<file path="src/rtl/ov5640_pkg.sv">
// ---------------------------------------------------------------------------
// ov5640_pkg
// Shared definitions for the OV5640 SCCB register-write controller.
//   - DEV_ADDR_DEFAULT : SCCB write address byte of the OV5640 (0x3C << 1).
//   - sccb_state_t     : controller FSM state encoding.
//   - Phase/bit/byte geometry of one register write (4 phases per bit slot,
//     8 data bits per byte, 4 bytes per write).
// ---------------------------------------------------------------------------
package ov5640_pkg;

  localparam logic [7:0] DEV_ADDR_DEFAULT = 8'h78;

  typedef enum logic [2:0] {
    ST_IDLE,
    ST_START,
    ST_BYTE,
    ST_ACK,
    ST_STOP,
    ST_DONE
  } sccb_state_t;

  localparam int PHASES          = 4;
  localparam int BITS_PER_BYTE   = 8;
  localparam int BYTES_PER_WRITE = 4;
  localparam int SHIFT_W         = BITS_PER_BYTE * BYTES_PER_WRITE;

  localparam logic [1:0] PHASE_LAST = 2'(PHASES - 1);
  localparam logic [2:0] BIT_LAST   = 3'(BITS_PER_BYTE - 1);
  localparam logic [1:0] BYTE_LAST  = 2'(BYTES_PER_WRITE - 1);

endpackage

</file>
<file path="src/rtl/ov5640_sccb_ctrl.sv">
// ---------------------------------------------------------------------------
// ov5640_sccb_ctrl
// Writes one OV5640 register over SCCB per cfg_start request:
//   START, DEV_ADDR, reg_addr[15:8], reg_addr[7:0], reg_val, STOP.
// Every bit slot (and START/STOP) is four sys_clk phases, so a 1 MHz sys_clk
// gives a 250 kHz SCL. All outputs are registered, so the bus waveform trails
// the FSM state by one cycle.
//
// Ports
//   sys_clk    in   1 MHz configuration clock
//   sys_rst_n  in   asynchronous active-low reset
//   cfg_start  in   one-cycle write request (accepted only in IDLE)
//   cfg_data   in   {reg_addr[15:0], reg_val[7:0]}, latched on acceptance
//   cfg_end    out  one-cycle pulse when a write has completed
//   busy       out  transaction in progress
//   ack_err    out  sticky: some ACK slot read high (cleared only by reset)
//   scl        out  SCCB clock, push-pull
//   sda_o      out  SDA drive value, constant 0 (open-drain emulation)
//   sda_oe     out  SDA output enable, 1 = pull low
//   sda_i      in   sampled SDA pad value
// ---------------------------------------------------------------------------
module ov5640_sccb_ctrl
  import ov5640_pkg::*;
#(
  parameter logic [7:0] DEV_ADDR = DEV_ADDR_DEFAULT
) (
  input  logic        sys_clk,
  input  logic        sys_rst_n,
  input  logic        cfg_start,
  input  logic [23:0] cfg_data,
  output logic        cfg_end,
  output logic        busy,
  output logic        ack_err,
  output logic        scl,
  output logic        sda_o,
  output logic        sda_oe,
  input  logic        sda_i
);

  sccb_state_t        state, state_nxt;
  logic [1:0]         phase, phase_nxt;
  logic [2:0]         bit_idx, bit_idx_nxt;
  logic [1:0]         byte_idx, byte_idx_nxt;
  logic [SHIFT_W-1:0] shift_src;

  logic accept;
  logic phase_last;

  // Decoded bus values for the current state/phase, registered below
  logic scl_p0, sda_oe_p0, busy_p0, cfg_end_p0, ack_smp_p0;
  logic ack_smp_p1;

  assign accept     = (state == ST_IDLE) && cfg_start;
  assign phase_last = (phase == PHASE_LAST);

  // ---- FSM state and counters ----
  always_ff @(posedge sys_clk or negedge sys_rst_n) begin
    if (!sys_rst_n) begin
      state    <= ST_IDLE;
      phase    <= 2'd0;
      bit_idx  <= 3'd0;
      byte_idx <= 2'd0;
    end else begin
      state    <= state_nxt;
      phase    <= phase_nxt;
      bit_idx  <= bit_idx_nxt;
      byte_idx <= byte_idx_nxt;
    end
  end

  always_comb begin
    state_nxt    = state;
    phase_nxt    = 2'd0;
    bit_idx_nxt  = bit_idx;
    byte_idx_nxt = byte_idx;
    case (state)
      ST_IDLE: begin
        if (cfg_start) state_nxt = ST_START;
      end
      ST_START: begin
        phase_nxt = phase + 2'd1;
        if (phase_last) state_nxt = ST_BYTE;
      end
      ST_BYTE: begin
        phase_nxt = phase + 2'd1;
        if (phase_last) begin
          if (bit_idx == BIT_LAST) begin
            state_nxt   = ST_ACK;
            bit_idx_nxt = 3'd0;
          end else begin
            bit_idx_nxt = bit_idx + 3'd1;
          end
        end
      end
      ST_ACK: begin
        phase_nxt = phase + 2'd1;
        if (phase_last) begin
          if (byte_idx == BYTE_LAST) begin
            state_nxt    = ST_STOP;
            byte_idx_nxt = 2'd0;
          end else begin
            state_nxt    = ST_BYTE;
            byte_idx_nxt = byte_idx + 2'd1;
          end
        end
      end
      ST_STOP: begin
        phase_nxt = phase + 2'd1;
        if (phase_last) state_nxt = ST_DONE;
      end
      ST_DONE: begin
        // A cfg_start seen here is dropped; only IDLE accepts requests.
        state_nxt = ST_IDLE;
      end
      default: begin
        state_nxt = ST_IDLE;
      end
    endcase
  end

  // Payload shift source: loaded on acceptance, then shifted once per data
  // bit so the current bit is always the MSB. Data path only, no reset.
  always_ff @(posedge sys_clk) begin
    if (accept) begin
      shift_src <= {DEV_ADDR, cfg_data};
    end else if ((state == ST_BYTE) && phase_last) begin
      shift_src <= {shift_src[SHIFT_W-2:0], 1'b0};
    end
  end

  // ---- stage p0: decode bus levels from state/phase ----
  always_comb begin
    scl_p0     = 1'b1;
    sda_oe_p0  = 1'b0;
    busy_p0    = 1'b1;
    cfg_end_p0 = 1'b0;
    ack_smp_p0 = 1'b0;
    case (state)
      ST_IDLE: begin
        busy_p0 = 1'b0;
      end
      ST_START: begin
        // SDA falls at p1 while SCL is high, SCL drops at p3.
        scl_p0    = (phase != PHASE_LAST);
        sda_oe_p0 = (phase != 2'd0);
      end
      ST_BYTE: begin
        scl_p0    = (phase == 2'd1) || (phase == 2'd2);
        sda_oe_p0 = ~shift_src[SHIFT_W-1];
      end
      ST_ACK: begin
        scl_p0     = (phase == 2'd1) || (phase == 2'd2);
        ack_smp_p0 = (phase == 2'd2);
      end
      ST_STOP: begin
        // SCL rises at p1, SDA is released at p2 while SCL is high.
        scl_p0    = (phase != 2'd0);
        sda_oe_p0 = (phase == 2'd0) || (phase == 2'd1);
      end
      ST_DONE: begin
        cfg_end_p0 = 1'b1;
      end
      default: begin
        busy_p0 = 1'b0;
      end
    endcase
  end

  // ---- stage p1: registered outputs ----
  // ack_err samples sda_i at the end of the cycle in which the pins show
  // ACK p2, i.e. while SCL is high and the slave holds its ACK level.
  always_ff @(posedge sys_clk or negedge sys_rst_n) begin
    if (!sys_rst_n) begin
      scl        <= 1'b1;
      sda_oe     <= 1'b0;
      sda_o      <= 1'b0;
      busy       <= 1'b0;
      cfg_end    <= 1'b0;
      ack_err    <= 1'b0;
      ack_smp_p1 <= 1'b0;
    end else begin
      scl        <= scl_p0;
      sda_oe     <= sda_oe_p0;
      sda_o      <= 1'b0;
      busy       <= busy_p0;
      cfg_end    <= cfg_end_p0;
      ack_smp_p1 <= ack_smp_p0;
      ack_err    <= ack_err | (ack_smp_p1 & sda_i);
    end
  end

endmodule

</file>
<file path="config.mk">
export PLATFORM = sky130hd
export DESIGN_NAME = ov5640_sccb_ctrl
export DESIGN_NICKNAME = d
export VERILOG_FILES = /design/src/rtl/ov5640_pkg.sv /design/src/rtl/ov5640_sccb_ctrl.sv
export SDC_FILE = /design/constraint.sdc
export NUM_CORES = 1
export LEC_CHECK = 0
export CORE_MARGIN = 4
export CORE_UTILIZATION = 35
export DETAILED_ROUTE_END_ITERATION = 8
export GPL_TIMING_DRIVEN = 0
export MAX_ROUTING_LAYER = met4
export SYNTH_ARGS = -nofsm -noshare
export SYNTH_HDL_FRONTEND = slang
export SYNTH_SLANG_ARGS = --single-unit
</file>
<file path="constraint.sdc">
create_clock -name sys_clk -period 2.1 [get_ports sys_clk]
set_input_delay 0.42 -clock sys_clk [delete_from_list [all_inputs] [get_ports sys_clk]]
set_output_delay 0.42 -clock sys_clk [all_outputs]
set_load 0.03 [all_outputs]
</file>
==> After elaboration in Yosys (flattened, before gate mapping) <==
Index checks and enable logic that the tools add are counted.
{ "word_totals": {"reg_bits": 48, "latch_bits": 0, "mem_bits_rw": 0, "romBits": 0, "inputBits": 28, "output_inout_bits": 6, "word_cells": 67, "mem_count": 0} }
{ "classes": {"addsub": 3, "mul": 0, "n_div": 0, "n_lt_le_gt_ge": 0, "n_eq_ne": 17, "shift": 0, "muxes": 18, "bitwise_logic": 3, "n_reduce_logical": 14} }
{ "ops": {"columns": ["cell", "count"], "rows": [
  ["$mux W24", 2],
  ["$mux W3", 8],
  ["$pmux W3 S5", 1],
  ["$ne A2 B2 Y1 const B", 7],
  ["$eq A3 B3 Y1 const B", 3],
  ["$eq A2 B2 Y1 const B", 3],
  ["$eq A3 B2 Y1 const B", 2],
  ["$pmux W1 S3", 2],
  ["$reduce_and A6 Y1", 1],
  ["$reduce_or A5 Y1", 1],
  ["$add A2 B1 Y2 const B", 2],
  ["$mux W2", 2],
  ["$reduce_and A2 Y1", 2],
  ["$reduce_bool A2 Y1", 2],
  ["$reduce_or A4 Y1", 1],
  ["$add A3 B1 Y3 const B", 1],
  ["$eq A3 B1 Y1 const B", 1],
  ["$logic_not A3 Y1", 1],
  ["$mux W1", 3],
  ["$eq A2 B1 Y1 const B", 1],
  ["$logic_and A1 B1 Y1", 2],
  ["$logic_not A2 Y1", 1],
  ["$logic_or A1 B1 Y1", 2],
  ["$reduce_or A2 Y1", 1],
  ["3 further kinds", 3]
]} }

==> Logic depth before layout (Yosys ltp) <==
Gate-level depths: netlist (run 1).
{ "logic_depth": {"word_depth": 4, "ltp_mapped": 6} }

==> Worst setup path before layout (run 1) <==
OpenSTA, ideal clock, no wires.
{ "synth_path": {"path_kind": "register -> register", "from": "register phase[0]", "to": "register shift_src[0], enable pin", "setup_ns": 0.425, "arrival_time_ns": 1.560, "required_ns": 1.675, "path_slack_ns": 0.115, "stages_incl_launch_ff": 5, "path_buffers": 1, "period_less_slack_ns": 1.985, "path_cell_list": "dfrtp_1 -> ha_1 -> nand4bb_1 -> clkbuf_1 -> nand2_1"} }
{ "synth_between": {"elab_chain_cells": 3} }
{ "synth_rtl": {"columns": ["element", "line_no", "text"], "rows": [
  ["start: declaration", "ov5640_sccb_ctrl.sv:41", "logic [1:0] phase, phase_nxt;"],
  ["start signal: assignment", "ov5640_sccb_ctrl.sv:65", "phase <= phase_nxt;"],
  ["$eq A2 B2 Y1", "ov5640_sccb_ctrl.sv:54", "assign phase_last = (phase == PHASE_LAST);"],
  ["$logic_and A1 B1 Y1", "ov5640_sccb_ctrl.sv:126", "end else if ((state == ST_BYTE) && phase_last) begin"],
  ["$reduce_bool A2 Y1 (no line)", null, null],
  ["end signal: assignment", "ov5640_sccb_ctrl.sv:125", "shift_src <= {DEV_ADDR, cfg_data};"],
  ["end signal: assignment", "ov5640_sccb_ctrl.sv:127", "shift_src <= {shift_src[SHIFT_W-2:0], 1'b0};"],
  ["end: declaration", "ov5640_sccb_ctrl.sv:44", "logic [SHIFT_W-1:0] shift_src;"]
]} }
No other way between the ends.
A chain may end at the register's enable or synchronous reset.

==> Worst setup path in the final report (run 1) <==
{ "layout_path": {"from": "input cfg_start", "to": "register shift_src[18], data pin"} }
{ "layout_between": {"elab_chain_cells": 2} }
{ "layout_rtl": {"columns": ["element", "line_no", "text"], "rows": [
  ["start: declaration", "ov5640_sccb_ctrl.sv:29", "input logic cfg_start,"],
  ["$logic_and A1 B1 Y1", "ov5640_sccb_ctrl.sv:53", "assign accept = (state == ST_IDLE) && cfg_start;"],
  ["$mux W24", "ov5640_sccb_ctrl.sv:124", "if (accept) begin"]
]} }
No other way between the ends.

==> Flow_metrics.wiki, run 1 <==
{| class="wikitable"
! Metric !! Value
|-
| Total die area || 7428 um2
|-
| Cell area power density || 1258 nW/um2
|-
| Final setup TNS || 0 ns
|-
| Cell area after synthesis || 2140 um2
|-
| Final critical-path required period || 1.957 ns
|-
| Count of input and output buffers || 32
|-
| First-pass GRT wire length || 5.761 mm
|-
| Sort of element at the end of the critical path || flop
|-
| Cts bufs inserted || 5
|-
| Portion of the post-synthesis area used by sequential elements || 59.94%
|-
| Crit path arrival time || 2.02 ns
|-
| Most common cell after layout, fill and taps aside || clkdlybuf4s50_1
|-
| Final design utilization || 45.22%
|-
| Leakage power || 1.057 nW
|-
| Synthesized flop and latch total || 48
|-
| Pre-antenna DRT Iters || 4
|-
| Data required time at the worst endpoint || 2.16 ns
|-
| Origin of the worst min-delay path || shift_src[24]
|-
| Pin count of the biggest net entering global routing || 25
|-
| Least-Margin Pin Slew || 0.7446 ns
|-
| Total cell area at the placement stage || 2554 um2
|-
| Timing-limited maximum frequency || 511.1 MHz
|-
| Post-synthesis cell type count || 38
|-
| Clock tree root driver cell || clkbuf_8
|-
| Launch point of the worst path || cfg_start
|-
| Crit path buffers/inverters || 2
|-
| FFs w/ async S/R, synth || 33.33%
|-
| Clock tree skew after final layout || 0.01003 ns
|-
| Post-synthesis to final-layout area growth || 25.15%
|-
| Syn Nets || 204
|-
| Yosys Warn Count || 0
|-
| Post-synth EDFFs || 24
|-
| Total detailed-routing wirelength || 3.531 mm
|-
| Cell type group with the largest total delay on the critical path || buffers and inverters
|-
| Highest-count cells in the layout ignoring fill and taps || clkdlybuf4s50_1 (32), nand2_1 (26), mux2_2 (25)
|-
| Area of the multi-input gates || 789.5 um2
|-
| Ant diodes || 0
|-
| Final Max Slew Viols || 0
|-
| Antenna violations before repair || 0
|-
| Crit-path cells || clkdlybuf4s50_1 > nand2b_4 > nor3_4 > buf_6 > mux2_2
|-
| Mean number of vias per cell || 4.784
|-
| Fraction of final layout cells sized beyond drive strength 1 || 21.63%
|-
| Routed WL per cell || 12.48 um
|-
| Die Ht || 86.19 um
|-
| Total number of placement rows || 28
|-
| Final design area excluding fillers || 2678 um2
|-
| Crit Path Max Fanout || 10
|-
| Final layout net count || 243
|-
| Number of top-level pins || 34
|-
| Final hold viol count || 0
|-
| Worst min path class || flop to flop
|-
| Clock tree from TritonCTS || yes
|-
| Startpoint of the worst-slack reg-to-reg timing path || state[0]
|-
| Sequential cell area || 1282 um2
|-
| Critical path class || primary input to flop
|-
| Most used flip-flop cell after synthesis || edfxtp_1
|-
| Clock Tree Buf Depth || 2
|-
| Number of non-filler instances in the completed layout || 283
|-
| Number of nets still failing antenna checks after routing || 0
|-
| Clock-pin transition on the worst setup and hold timing paths || 0.09 ns
|-
| Overall die width || 86.19 um
|-
| Number of filler cells placed in the layout || 539
|-
| Final weighted congestion in routability-driven placement || 0.7484
|-
| Max incr delay on CP || 0.54 ns
|-
| # DRC || 0
|-
| Sum of net half-perimeters after detailed placement || 2.485 mm
|-
| Placed insts || 275
|-
| Effective utilization at floorplan || 36.14%
|-
| Maximum vdd drop || 0.5039 mV
|-
| Core area || 5921 um2
|-
| Vias in the first global route || 1,262
|-
| Insertion delay to the later sink of the worst-skew pair || 0.31 ns
|-
| Remaining global-route overflow || 0
|-
| Worst rel slew slack || 50.21%
|-
| Unrepaired setup endpoints after global routing || false
|-
| Mean instance size in the synthesized netlist || 12.74 um2
|-
| Cell with the largest stage delay on the worst path || clkdlybuf4s50_1
|-
| Initial drt markers || 55
|-
| CTS HTree Levels || 2
|-
| Period utilisation layout || 93.18%
|-
| Startpoint types || primary input
|-
| Number of maximum-capacitance violations || 0
|-
| Number of clock sinks || 48
|-
| Routed vias || 1,354
|-
| Setup violation total in the final timing report || 0
|-
| Overall Global Routing Usage || 10.34%
|-
| Hold buffer count at CTS || 0
|-
| Cell count after synthesis || 168
|-
| Run status || finished, final reports clean
|}
## timing repair
item,CTS,global route
setup buffers,0,0
endpoints found under the setup margin,24,8
gates resized for setup,2,2
## power breakdown
| group | internal (mW) | switching, mW | leakage [nW] |
|---|---|---|---|
| combinational | 0.538 | 0.585 | 0.522 |
| clock | 0.359 | 0.324 | 0.0548 |
| sequential | 1.41 | 0.151 | 0.480 |
## per-stage QoR
| step | power (mW) | hold slack [ns] | setup WS, ns |
|---|---|---|---|
| 5_1_grt | 3.600 | 0.4880 | 0.03832 |
| 3_3_place_gp | 2.696 | 0.4387 | -0.3947 |
| 2_1_floorplan | 2.387 | 0.1244 | 0.1149 |
| 3_5_place_dp | 2.715 | 0.4445 | -0.3675 |
| 4_1_cts | 3.406 | 0.4585 | 0.1242 |
| 6_report | 3.368 | 0.4556 | 0.1433 |
## cells in the mapped netlist (all sizes together), types with 2 or more instances
| cell type | instances | area share, % |
|---|---|---|
| edfxtp | 24 | 34 |
| a21o | 2 | 0.70 |
| buf | 6 | 2.1 |
| dfrtp | 15 | 18 |
| nor3b | 2 | 0.70 |
| a21oi | 5 | 1.2 |
| dfxtp | 8 | 7.5 |
| ha | 8 | 4.7 |
| inv | 6 | 1.1 |
| nor2 | 5 | 0.88 |
| nand2 | 27 | 4.7 |
| nor3 | 4 | 1.5 |
| mux2 | 25 | 13 |
| clkbuf | 2 | 0.35 |
| nand3 | 7 | 1.6 |
| and3 | 2 | 0.58 |
| o21ai | 2 | 0.47 |
## area by class of cell
cell class	count	share of cell area, %
multi-input combinational	106	29.49
tap	75	3.505
timing repair buffer	32	11.96
sequential	48	47.90
buffer	8	2.009
clock inverter	3	1.729
clock buffer	5	2.570
inverter	6	0.8411
## routing by layer
layer	track usage [%]	share of wire (%)
met1	13.17	49
met2	14.86	44
met3	4.183	5.9
met4	3.824	1.7
met5	-	0
## cell families after synthesis
logic type / Yosys count / synth area share [%]
flops: 48 / 59.94
xor+xnor: 1 / 0.4094
mux: 25 / 13.16
fa+ha+maj: 8 / 4.679
buf+inv: 14 / 3.509
simple gates: 56 / 13.57
compound gates: 15 / 4.562
other cells: 1 / 0.1753
## registers in the layout, summed over array words and instances, names as in the netlist
| name | flops |
|---|---|
| ack_err | 1 |
| ack_smp_p1 | 1 |
| bit_idx | 3 |
| busy | 1 |
| byte_idx | 2 |
| cfg_end | 1 |
| phase | 2 |
| scl | 1 |
| sda_oe | 1 |
| shift_src | 32 |
| state | 3 |
## worst paths after layout
kind / cells after the start / slack, ns / endpoint
max in group asynchronous: 1 / 1.08 / bit_idx[1]
max reg2reg: 4 / 0.18 / shift_src[1]
min: 2 / 0.46 / shift_src[25]
max: 5 / 0.14 / shift_src[18]
min in group asynchronous: 1 / 0.56 / phase[1]
min reg2reg: 2 / 0.46 / shift_src[25]
## worst reg2reg max path: cells and delay by family (launching register included)
family                 cells  cell delay, ns
buffers and inverters      1            0.24
AND/OR/NAND/NOR            3            0.91
flip-flops                 1            0.45
Note: power is estimated with default switching activity, not from simulation.
==> inputs of run 2 (changes only) <==
--- a/config.mk
+++ b/config.mk
@@ -5,9 +5,10 @@
 export SDC_FILE = /design/constraint.sdc
 export NUM_CORES = 1
 export LEC_CHECK = 0
-export CORE_MARGIN = 4
 export CORE_UTILIZATION = 35
 export DETAILED_ROUTE_END_ITERATION = 8
+export DONT_BUFFER_PORTS = 1
+export GPL_ROUTABILITY_DRIVEN = 0
 export GPL_TIMING_DRIVEN = 0
 export MAX_ROUTING_LAYER = met4
 export SYNTH_ARGS = -nofsm -noshare
==> run 2 against run 1 <==
Register-to-register slack about the same. Maximum frequency increased by 1.7%. Sequential cell count unchanged. Critical endpoint is now shift_src[21]. Sequential power increased by 6%. Clock power increased by 19%. Largest power group unchanged. First-iteration DRC count increased by 62%.
==> Flow_metrics.wiki, run 2 (synthesis gave the netlist of run 1 again) <==
{| class="wikitable"
! Metric !! Value
|-
| Total detailed-routing wirelength || 3.439 mm
|-
| Pin count of the biggest net entering global routing || 25
|-
| Final setup TNS || 0 ns
|-
| Leading registers by flop count || shift_src: 32 flops, bit_idx: 3 flops, state: 3 flops
|-
| Routed WL per cell || 13.65 um
|-
| Total die area || 6430 um2
|-
| Setup violation total in the final timing report || 0
|-
| Worst min path class || primary input to flop
|-
| Insertion delay to the later sink of the worst-skew pair || 0.30 ns
|-
| Die Ht || 80.19 um
|-
| Sort of element at the end of the critical path || flop
|-
| Overall Global Routing Usage || 12.19%
|-
| Met2 routed WL || 1.495 mm
|-
| Cts bufs inserted || 5
|-
| Effective utilization at floorplan || 36.14%
|-
| Worst reg-to-reg path cell count || 4
|-
| Clock Tree Buf Depth || 2
|-
| Mean number of vias per cell || 4.889
|-
| Crit Path Max Fanout || 24
|-
| Pre-antenna DRT Iters || 4
|-
| Startpoint types || flop
|-
| Fraction of final layout cells sized beyond drive strength 1 || 24.86%
|-
| Number of maximum-capacitance violations || 0
|-
| Worst flop-to-flop path endpoint || shift_src[21]
|-
| Overall die width || 80.19 um
|-
| Cell area power density || 1416 nW/um2
|-
| Antenna violations before repair || 0
|-
| Critical path class || flop to flop
|-
| Clock tree from TritonCTS || yes
|-
| Final design area excluding fillers || 2389 um2
|-
| Biggest register || shift_src
|-
| Vias in the first global route || 1,131
|-
| Routed metal-1 wire length || 1.693 mm
|-
| Final layout net count || 212
|-
| Origin of the worst min-delay path || sda_i
|-
| Startpoint of the worst-slack reg-to-reg timing path || phase[0]
|-
| Clock-pin transition on the worst setup and hold timing paths || 0.09 ns
|-
| Number of nets still failing antenna checks after routing || 0
|-
| Remaining global-route overflow || 0
|-
| Maximum vdd drop || 0.5266 mV
|-
| Timing-limited maximum frequency || 519.8 MHz
|-
| Number of clock sinks || 48
|-
| Max layer used || met4
|-
| Crit path arrival time || 1.91 ns
|-
| Core area || 5921 um2
|-
| Initial drt markers || 89
|-
| Routed vias || 1,232
|-
| Max reg flops || 32
|-
| Clock tree root driver cell || clkbuf_8
|-
| Routed wire length on met3 || 178 um
|-
| Run status || finished, final reports clean
|-
| Setup slack on the worst flop-to-flop path || 0.18 ns
|-
| Period utilisation layout || 91.62%
|-
| Worst rel slew slack || 51.24%
|-
| Count of input and output buffers || 0
|-
| Data required time at the worst endpoint || 2.08 ns
|-
| Number of filler cells placed in the layout || 562
|-
| Number of top-level pins || 34
|-
| Final hold viol count || 0
|-
| CTS HTree Levels || 2
|-
| Total cell area at the placement stage || 2233 um2
|-
| Final critical-path required period || 1.924 ns
|-
| Cell depth of the worst hold path || 1
|-
| Sum of net half-perimeters after detailed placement || 2.285 mm
|-
| First-pass GRT wire length || 5.520 mm
|-
| Ant diodes || 0
|-
| End point of the most critical hold path || ack_err
|-
| Post-synthesis to final-layout area growth || 11.64%
|-
| Most common cell after layout, fill and taps aside || nand2_1
|-
| Least-Margin Pin Slew || 0.7289 ns
|-
| Overall power of the completed layout || 3.382 mW
|-
| Clock tree skew after final layout || 0.01118 ns
|-
| # DRC || 0
|-
| Total number of placement rows || 28
|-
| Unrepaired setup endpoints after global routing || false
|-
| Leakage power || 0.9474 nW
|-
| Highest-count cells in the layout ignoring fill and taps || nand2_1 (26), mux2_2 (25), edfxtp_1 (24)
|-
| Final Max Slew Viols || 0
|}
run 2: metrics by stage:
| step | instances | hold WS, ns | util (%) | setup WS [ns] |
|---|---|---|---|---|
| floorplan | 168 | 0.1244 | - | 0.1149 |
| global placement | 243 | 0.1250 | 37.72 | -0.3984 |
| detailed placement | 243 | 0.1250 | 37.72 | -0.3696 |
| CTS | 252 | 0.2267 | 40.34 | 0.1513 |
| global route | 252 | 0.2270 | 40.34 | 0.0001517 |
| finish | 252 | 0.2336 | 40.34 | 0.1761 |
run 2: layout make-up:
cell class                      count  area (um2)  share of cell area, %
Clock inverter                      3       68.82                  2.881
Sequential cell                    48        1282                  53.69
Multi-Input combinational cell    106       789.5                  33.05
Timing Repair Buffer                1       10.01                 0.4191
Inverter                            6       22.52                 0.9429
Buffer                              8       52.55                  2.200
Tap cell                           75       93.84                  3.929
Clock buffer                        5       68.82                  2.881
run 2: layer usage:
metal / vias up / track usage, %
met5: - / -
met4: 0 / 5.893
met3: 5 / 4.091
met2: 21 / 16.41
met1: 602 / 16.33
li1: 604 / -
run 2: worst max path at each step:
stage	end	depth (start not counted)	start	slack (ns)
6_report	shift_src[21]	4	phase[0]	0.18
5_1_grt	shift_src[21]	4	phase[0]	0.0002
4_1_cts	shift_src[21]	4	phase[0]	0.15
3_5_place_dp	shift_src[8]	4	phase[0]	-0.37
3_3_place_gp	shift_src[21]	4	phase[0]	-0.40
2_1_floorplan	shift_src[0]	4	phase[0]	0.11
run 2: power breakdown:
group | internal [mW] | switching, mW
Combinational | 0.436 | 0.490
Clock | 0.480 | 0.331
Sequential | 1.41 | 0.233
run 2: timing repair:
action                                  CTS  global route
buffers inserted                          0             0
gates resized for setup                   2             1
hold buffers                              1             0
endpoints found under the setup margin   24             1
endpoints found under the hold margin    16             0
run 2: worst max-delay path, cell delays in order (launching register included):
cell,delay (ns)
dfrtp_1,0.42
ha_1,0.28
nand4bb_1,0.20
buf_1,0.41
nand2_4,0.29
